[src/rtl/hazard_sequencer_pkg.sv]
// Shared types and constants for the hazard sequencer: FSM states, widths,
// and instruction field positions of the register operands.
package hazard_sequencer_pkg;

  localparam int ADDR_W  = 8;
  localparam int REG_W   = 3;
  localparam int STALL_W = 8;

  localparam int RS_LSB = 8;
  localparam int RS_MSB = 10;
  localparam int RD_LSB = 11;
  localparam int RD_MSB = 13;

  typedef enum logic [1:0] {
    IDLE  = 2'd0,
    RUN   = 2'd1,
    DRAIN = 2'd2,
    DONE  = 2'd3
  } state_e;

endpackage

[src/rtl/hazard_sequencer_hazard_detect.sv]
// RAW hazard comparator: the FD source register against the in-flight
// destinations held in the DX and XW slots (no regfile bypass).
module hazard_detect #(
  parameter int REG_W = hazard_sequencer_pkg::REG_W
) (
  input  logic             fd_v,
  input  logic [REG_W-1:0] fd_rs,
  input  logic             dx_v,
  input  logic [REG_W-1:0] dx_rd,
  input  logic             xw_v,
  input  logic [REG_W-1:0] xw_rd,
  output logic             hazard
);

  assign hazard = fd_v & ((dx_v & (fd_rs == dx_rd)) | (xw_v & (fd_rs == xw_rd)));

endmodule

[src/rtl/hazard_sequencer.sv]
// Run sequencer for a 3-slot in-order pipe: owns the PC, tracks slot valid
// bits and stalls fetch on RAW hazards until the producer leaves XW.
module hazard_sequencer #(
  parameter int ADDR_W = hazard_sequencer_pkg::ADDR_W,
  parameter int REG_W  = hazard_sequencer_pkg::REG_W
) (
  input  logic              clock,
  input  logic              reset,
  input  logic              start,
  input  logic [ADDR_W-1:0] end_addr,
  input  logic [REG_W-1:0]  fd_rs,
  input  logic [REG_W-1:0]  fd_rd,
  output logic [ADDR_W-1:0] address_imem,
  output logic              fd_we,
  output logic              dx_bubble,
  output logic              wb_en,
  output logic              busy,
  output logic              done,
  output logic [7:0]        stall_cnt
);
  import hazard_sequencer_pkg::*;

  state_e              state;
  logic [ADDR_W-1:0]   pc, end_q;
  logic                fd_v, dx_v, xw_v;
  logic [REG_W-1:0]    dx_rd_q, xw_rd_q;
  logic [STALL_W-1:0]  stall_q;
  logic                hazard, fetch;

  hazard_detect #(.REG_W(REG_W)) u_hazard_detect (
    .fd_v  (fd_v),
    .fd_rs (fd_rs),
    .dx_v  (dx_v),
    .dx_rd (dx_rd_q),
    .xw_v  (xw_v),
    .xw_rd (xw_rd_q),
    .hazard(hazard)
  );

  assign fetch        = (state == RUN) & ~hazard;
  assign fd_we        = fetch;
  assign address_imem = pc;
  assign dx_bubble    = hazard | ~fd_v;
  assign wb_en        = xw_v;
  assign busy         = (state == RUN) | (state == DRAIN);
  assign done         = (state == DONE);
  assign stall_cnt    = stall_q;

  always_ff @(posedge clock) begin
    if (reset) begin
      state   <= IDLE;
      pc      <= '0;
      end_q   <= '0;
      fd_v    <= 1'b0;
      dx_v    <= 1'b0;
      xw_v    <= 1'b0;
      dx_rd_q <= '0;
      xw_rd_q <= '0;
      stall_q <= '0;
    end else begin
      case (state)
        IDLE, DONE: begin
          if (start) begin
            state   <= RUN;
            pc      <= '0;
            end_q   <= end_addr;
            fd_v    <= 1'b0;
            dx_v    <= 1'b0;
            xw_v    <= 1'b0;
            stall_q <= '0;
          end
        end
        RUN, DRAIN: begin
          // XW always advances, so a stalled producer drains out of the way.
          xw_v    <= dx_v;
          xw_rd_q <= dx_rd_q;
          if (hazard) begin
            dx_v <= 1'b0;
            if (stall_q != '1) stall_q <= stall_q + 1'b1;
          end else begin
            dx_v    <= fd_v;
            dx_rd_q <= fd_rd;
            fd_v    <= (state == RUN);
          end
          if (fetch) begin
            pc <= pc + 1'b1;
            if (pc == end_q) state <= DRAIN;
          end
          // With FD and DX empty the last XW writeback is this cycle; the
          // pipe is fully empty on the edge that enters DONE.
          if (state == DRAIN && !fd_v && !dx_v) state <= DONE;
        end
        default: state <= IDLE;
      endcase
    end
  end

endmodule
[config.mk]
export PLATFORM = sky130hd
export DESIGN_NAME = hazard_sequencer
export DESIGN_NICKNAME = d
export VERILOG_FILES = /design/src/rtl/hazard_sequencer_pkg.sv /design/src/rtl/hazard_sequencer_hazard_detect.sv /design/src/rtl/hazard_sequencer.sv
export SDC_FILE = /design/constraint.sdc
export NUM_CORES = 1
export LEC_CHECK = 0
export BUFFER_PORTS_ARGS = -buffer_cell sky130_fd_sc_hd__buf_2
export CAP_MARGIN = 0
export CELL_PAD_IN_SITES_DETAIL_PLACEMENT = 0
export CELL_PAD_IN_SITES_GLOBAL_PLACEMENT = 1
export CORE_MARGIN = 2
export CORE_UTILIZATION = 39
export CTS_CLUSTER_DIAMETER = 30
export DETAILED_ROUTE_END_ITERATION = 16
export GPL_ROUTABILITY_DRIVEN = 0
export PLACE_DENSITY_LB_ADDON = 0.25
export SKIP_LAST_GASP = 1
export SLEW_MARGIN = 10
export SYNTH_ARGS = -nofsm -noshare
export SYNTH_HDL_FRONTEND = slang
export SYNTH_HIERARCHICAL = 1
export SYNTH_SLANG_ARGS = --single-unit
[constraint.sdc]
create_clock -name clock -period 2.5 [get_ports clock]
set_input_delay 0.25 -clock clock [delete_from_list [all_inputs] [get_ports clock]]
set_output_delay 0.25 -clock clock [all_outputs]
set_load 0.1 [all_outputs]
After elaboration in Yosys (flattened, before gate mapping)
Cells that the tools add are included.
Cells by class
  add/sub/neg operators: 2
  muxes and demuxes: 17
  reduce and logical (&&, ||, !) cells: 13
  equality and inequality tests: 14
  bitwise gates (word level): 9
Operators with widths (number)
  two-way mux 8 bit: 4
  case mux 8 bit (2 select lines): 2
  adder 8 x 1 -> 8 bit (second input constant): 2
  != test 2 bit (second input constant): 5
  == test 8 bit: 1
  two-way mux 2 bit: 4
  != test 8 bit (second input constant): 1
  AND reduction 2 bit: 4
  == test 3 bit: 2
  != test 3 bit (second input constant): 2
  case mux 1 bit (2 select lines): 3
  AND reduction 3 bit: 2
  bitwise AND 1 bit: 4
  == test 2 bit (second input constant): 2
  case mux 2 bit (2 select lines): 1
  OR reduction 2 bit: 2
  two-way mux 1 bit: 3
  OR 1 bit: 3
  == test 2 x 1 -> 1 bit (second input constant): 1
  logical AND 1 bit: 2
  logical NOT 1 bit: 2
  logical NOT 2 bit: 1
  NOT 1 bit: 2
Word-level totals
  output and inout bits: 21
  input bits: 17
  logic and storage cells: 64
  flip-flop bits (word level): 35

Depth between registers and ports, before layout
  depth in word-level cells: 9
  depth in mapped cells: 8
  mapped depth without buffers: 7

By module
The synthesis kept the hierarchy.
Modules (own cells, without submodules)
  hazard_sequencer: cells each 202, times used 1, area each 1667.8 um^2
  hazard_detect: cells each 9, times used 1, area each 72.6 um^2

Least setup slack after synthesis
No wires, ideal clock.
  path kind: reg2reg
  start point: register xw_v (netlist: wb_en)
  end point: register state[0]
  data arrival time: 2.818 ns
  data required time: 2.378 ns
  path buffers: 0
  setup time: 0.122 ns
  cell stages (with the launch flop): 7
  path slack: -0.441 ns
  cells stage by stage: dfxtp_1 -> nand4_1 -> a21boi_1 -> nor2b_1 -> nand2_1 -> nor4_1 -> nor2_1
Between the ends
  word-level cells in the longest chain between the ends: 7
RTL lines
  from (decl): line hazard_sequencer.sv:25  | logic fd_v, dx_v, xw_v;
  from (signal assigned): line hazard_sequencer.sv:75  | xw_v <= dx_v;
  bitwise AND 1 bit: line hazard_sequencer_hazard_detect.sv:15  | assign hazard = fd_v & ((dx_v & (fd_rs == dx_rd)) | (xw_v & (fd_rs == xw_rd)));
  OR 1 bit: line hazard_sequencer_hazard_detect.sv:15
  bitwise AND 1 bit: line hazard_sequencer_hazard_detect.sv:15
  named net hazard: line hazard_sequencer.sv:28  | logic hazard, fetch;
  NOT 1 bit (no line)
  bitwise AND 1 bit: line hazard_sequencer.sv:40  | assign fetch = (state == RUN) & ~hazard;
  named net fd_we: line hazard_sequencer.sv:14  | output logic fd_we,
  != test 3 bit (no line)
  AND reduction 3 bit (no line)
  to (signal assigned): line hazard_sequencer.sv:51  | state <= IDLE;
  to (signal assigned): line hazard_sequencer.sv:64  | state <= RUN;
  to (signal assigned): line hazard_sequencer.sv:87  | if (pc == end_q) state <= DRAIN;
  to (decl): line hazard_sequencer.sv:23  | state_e state;
The timed path passes the listed nets, and every way through them passes these cells.
A chain may end at the register's enable or synchronous reset.

Worst setup path in the final report
  start point: register state[0]
  end point: output busy
Between the ends
  word-level cells in the longest chain between the ends: 2
RTL lines
  == test 2 x 1 -> 1 bit or == test 2 bit (tied branches): line hazard_sequencer.sv:45  | assign busy = (state == RUN) | (state == DRAIN);
  OR 1 bit (*): line hazard_sequencer.sv:45
  to (decl): line hazard_sequencer.sv:17  | output logic busy,
Every way passes the cells marked *; elsewhere a longest branch is shown, timed or not.

==> impl_results.rst <==
.. list-table::
   :header-rows: 1

   * - Metric
     - Value
   * - Result of the run
     - finished, final reports clean
   * - Initial antenna violation count
     - 0
   * - DIE HEIGHT
     - around 71 um
   * - Total non-filler cell area in the finished layout
     - between 2000 and 2500 um2
   * - Hpwl dp
     - approximately 2800 um
   * - Port Buffer Count
     - 37
   * - Synth Area in Compound Gates
     - 0.132
   * - Most repeated library cell on the critical path
     - inv_1
   * - Combinational family with the most area after synthesis
     - simple AND/OR/NAND/NOR gates
   * - Most used flip-flop cell after synthesis
     - dfxtp_1
   * - Share of layout cells above drive strength 1
     - 0.219
   * - Final number of max-transition violations
     - 0
   * - Leakage power figure
     - 0.841 nW
   * - Die W
     - roughly 71 um
   * - Largest net degree at the start of global routing
     - 25
   * - Setup repair after global routing missed its margin
     - no
   * - Adder and majority gate portion of the synthesized area
     - 0.0431
   * - Area of the core
     - around 4300 um2
   * - TritonCTS clock tree
     - built
   * - Critical path, cell by cell
     - inv_1 > ha_1 > inv_1 > buf_2
   * - Library cell contributing the largest single delay on the critical path
     - buf_2
   * - Average vias per placed instance
     - slightly above 5
   * - Highest clock frequency the design can meet
     - 469 MHz
   * - Final period demand of the worst path
     - 2.13 ns
   * - Proportion of synthesized area in mux cells
     - 0.0439
   * - Source of the worst register-to-register timing path
     - state[0]
   * - Total setup buffers inserted after CTS
     - 0
   * - Required time at the worst-slack endpoint
     - approximately 2.3 ns
   * - Highest net fanout along the worst path
     - 13
   * - Vias in the first global route
     - roughly 1400
   * - Simple-gate portion of the synthesized area
     - 0.247
   * - Cts-stage hold buffer count
     - 0
   * - Most numerous cell in the Yosys netlist
     - dfxtp_1
   * - Yosys Warn Count
     - 6
   * - Worst setup slack for register-to-register paths
     - around 0.52 ns
   * - Leading post-synthesis cells by instance count
     - dfxtp_1, nand2_1, a21oi_1
   * - First-pass GRT wire length
     - 6460 um
   * - Post-Route Skew
     - 0.00359 ns
   * - Cts bufs inserted
     - 5
   * - Nets in the synthesized netlist
     - 234
   * - Maximum resistive drop on vdd
     - a little over 0.3 mV
   * - Category of the worst setup path launch point
     - register
   * - First-pass DRT Iterations
     - 4
   * - Tot GR Track Use
     - 0.160
   * - Post-Place Cells
     - roughly 300
   * - Antenna fix cells
     - 0
   * - Actual slew at the worst max-slew pin
     - 0.613 ns
   * - Starting density of the core
     - 0.402
   * - GR Overflow Total
     - 0
   * - Max-cap violations
     - 0
   * - Number of primary I/O pins
     - 38
   * - Synth area leader
     - dfxtp_1
   * - Class of the most critical setup path
     - register to primary output
   * - Hold/Removal Path Class
     - primary input to register
   * - Yosys cell types
     - 36
   * - Worst flop-to-flop path endpoint
     - stall_cnt[7]
   * - Largest cells by area after synthesis
     - dfxtp_1, xnor2_1, a21oi_1, nand2_1, ha_1
   * - Setup violations, final
     - 0
   * - Row count
     - 24
   * - Starting DRT DRC Count
     - 45
   * - Vias post-DR
     - ~1500
   * - Die footprint
     - between 5000 and 6000 um2
   * - Number of filler cells placed in the layout
     - roughly 460
   * - Mean post-synth cell area
     - slightly above 8 um2
   * - TritonCTS sink count
     - 35
   * - Final non-filler cell total
     - around 300
   * - Fraction of registers with async set or reset after synthesis
     - 0
   * - WP data arrival
     - about 1.9 ns
   * - Fraction of the cycle the final worst path needs
     - 0.853
   * - Mapped cell area
     - 1740 um2
   * - Root Buffer
     - clkbuf_8
   * - Final Hold Violating Endpoints
     - 0
   * - Hold path depth
     - 3
   * - Slowest Stage Delay on Critical Path
     - between 0.4 and 0.5 ns
   * - Power per cell area
     - roughly 670 nW/um2
   * - Part of the Yosys area used for sequential elements
     - 0.403
   * - Insertion delay to the later sink of the worst-skew pair
     - between 0.2 and 0.3 ns
   * - Post-route setup TNS
     - 0 ns
   * - Clk slew on worst S/H paths
     - 0.07 ns
   * - Number of nets with antenna violations after routing
     - 0
   * - Final routed wirelength across all metal layers
     - around 3700 um
   * - FF+latch count, synth
     - 35
   * - Post-synth top area share
     - 0.403
   * - WHS
     - around 0.2 ns
   * - End point of the most critical hold path
     - end_q[4]
   * - Layout overhead on the synthesized area
     - 19.3%
   * - Final standard cell utilization of the core
     - 0.480
   * - Placed cell area
     - between 1500 and 2000 um2
   * - Number of H-tree levels
     - 2
   * - Routed length per instance
     - roughly 12 um
   * - Number of buffers on the longest clock path
     - 2
   * - Worst Setup End Kind
     - primary output
   * - Logic depth of the worst register-to-register path
     - 6
   * - Number of nets in the layout
     - between 200 and 300
   * - Number of remaining DRC errors
     - 0
   * - Post_cts resized
     - 0
   * - Count of flip-flops with a built-in enable after synthesis
     - 0
   * - Instance count of the mapped netlist
     - around 210
   * - Max-Slew Margin vs Limit
     - 0.588
   * - Share of the synthesized netlist area taken by xor and xnor gates
     - 0.101
   * - Hold wc startpoint
     - end_addr[4]
==> placed cells by master, fill, tap and decap left out, types with 2 or more instances in the layout <==
master,instances
nor3_1,4
and3_1,2
xor2_1,3
xnor2_1,17
or2_2,2
and2_1,2
nand2_1,30
nand4_1,8
dfxtp_1,35
ha_1,6
o31ai_1,3
clkbuf_8,6
a21oi_1,24
nor4_1,3
buf_2,37
o21ai_0,9
nor2_1,18
inv_1,5
nand3b_1,2
nand2b_1,2
nand3_1,6
mux2i_1,5
or3_1,4
buf_4,4
==> per-layer routing <==
layer,global-route usage,up-vias,part of all wire
met1,0.214,694,0.51
met4,0.0440,0,0.014
met3,0.0456,7,0.044
met2,0.253,29,0.44
li1,-,809,-
met5,0,-,0
==> area by class of cell <==
type	count	area [um2]	share of cell area
well taps	52	65.1	0.0313
clock inverters	1	5.00	0.00241
repair buffers	41	215	0.104
clock buffers	6	82.6	0.0398
flip-flops and latches	35	701	0.337
multi-input cells	163	990	0.477
inverters	5	18.8	0.00904
==> worst max-delay path by stage <==
stage                        start            to  slack [ns]
after CTS                 state[0]          busy        0.34
after global routing      state[0]          busy        0.28
after detailed placement  state[0]  stall_cnt[7]        0.53
final                     state[0]          busy        0.37
after floorplan              wb_en  stall_cnt[7]       0.009
after global placement    state[0]  stall_cnt[7]        0.57
==> cells by family (layout without fill, tap and decap cells) <==
logic type / count (synthesis) / in the layout
AOI/OAI and AO/OA: 41 / 41
adders and majority gates: 6 / 6
and+or+nand+nor: 89 / 89
buffers and inverters: 13 / 53
xor gates and xnor gates: 20 / 20
DFF: 35 / 35
muxes: 7 / 7
==> state kept, by name, indices dropped and copies added, names as in the netlist <==
register and count:
xw_rd_q 3, end_q 8, fd_v 1, wb_en 1, address_imem 8, state 2
dx_v 1, stall_cnt 8, dx_rd_q 3
==> report_power, final <==
part / switching, W / total [W] / internal [W]
clock network: 0.000188 / 0.000404 / 0.000216
registers: 0.0000332 / 0.000623 / 0.000590
logic: 0.000249 / 0.000360 / 0.000111
total: 0.000471 / 0.00139 / 0.000917
==> critical path, delay by kind of cell (launching register included) <==
| kind | cells | cell delay, ns |
|---|---|---|
| buffers and inverters | 3 | 0.73 |
| adders and majority gates | 1 | 0.44 |
| DFF | 1 | 0.43 |
==> stage by stage <==
stage          power [W]  worst slack [ns]
2_1_floorplan   0.000923           0.00915
3_3_place_gp    0.000999             0.575
3_5_place_dp     0.00100             0.530
4_1_cts          0.00141             0.341
5_1_grt          0.00147             0.278
6_report         0.00139             0.367
Power figures use the tool's default switching activity.
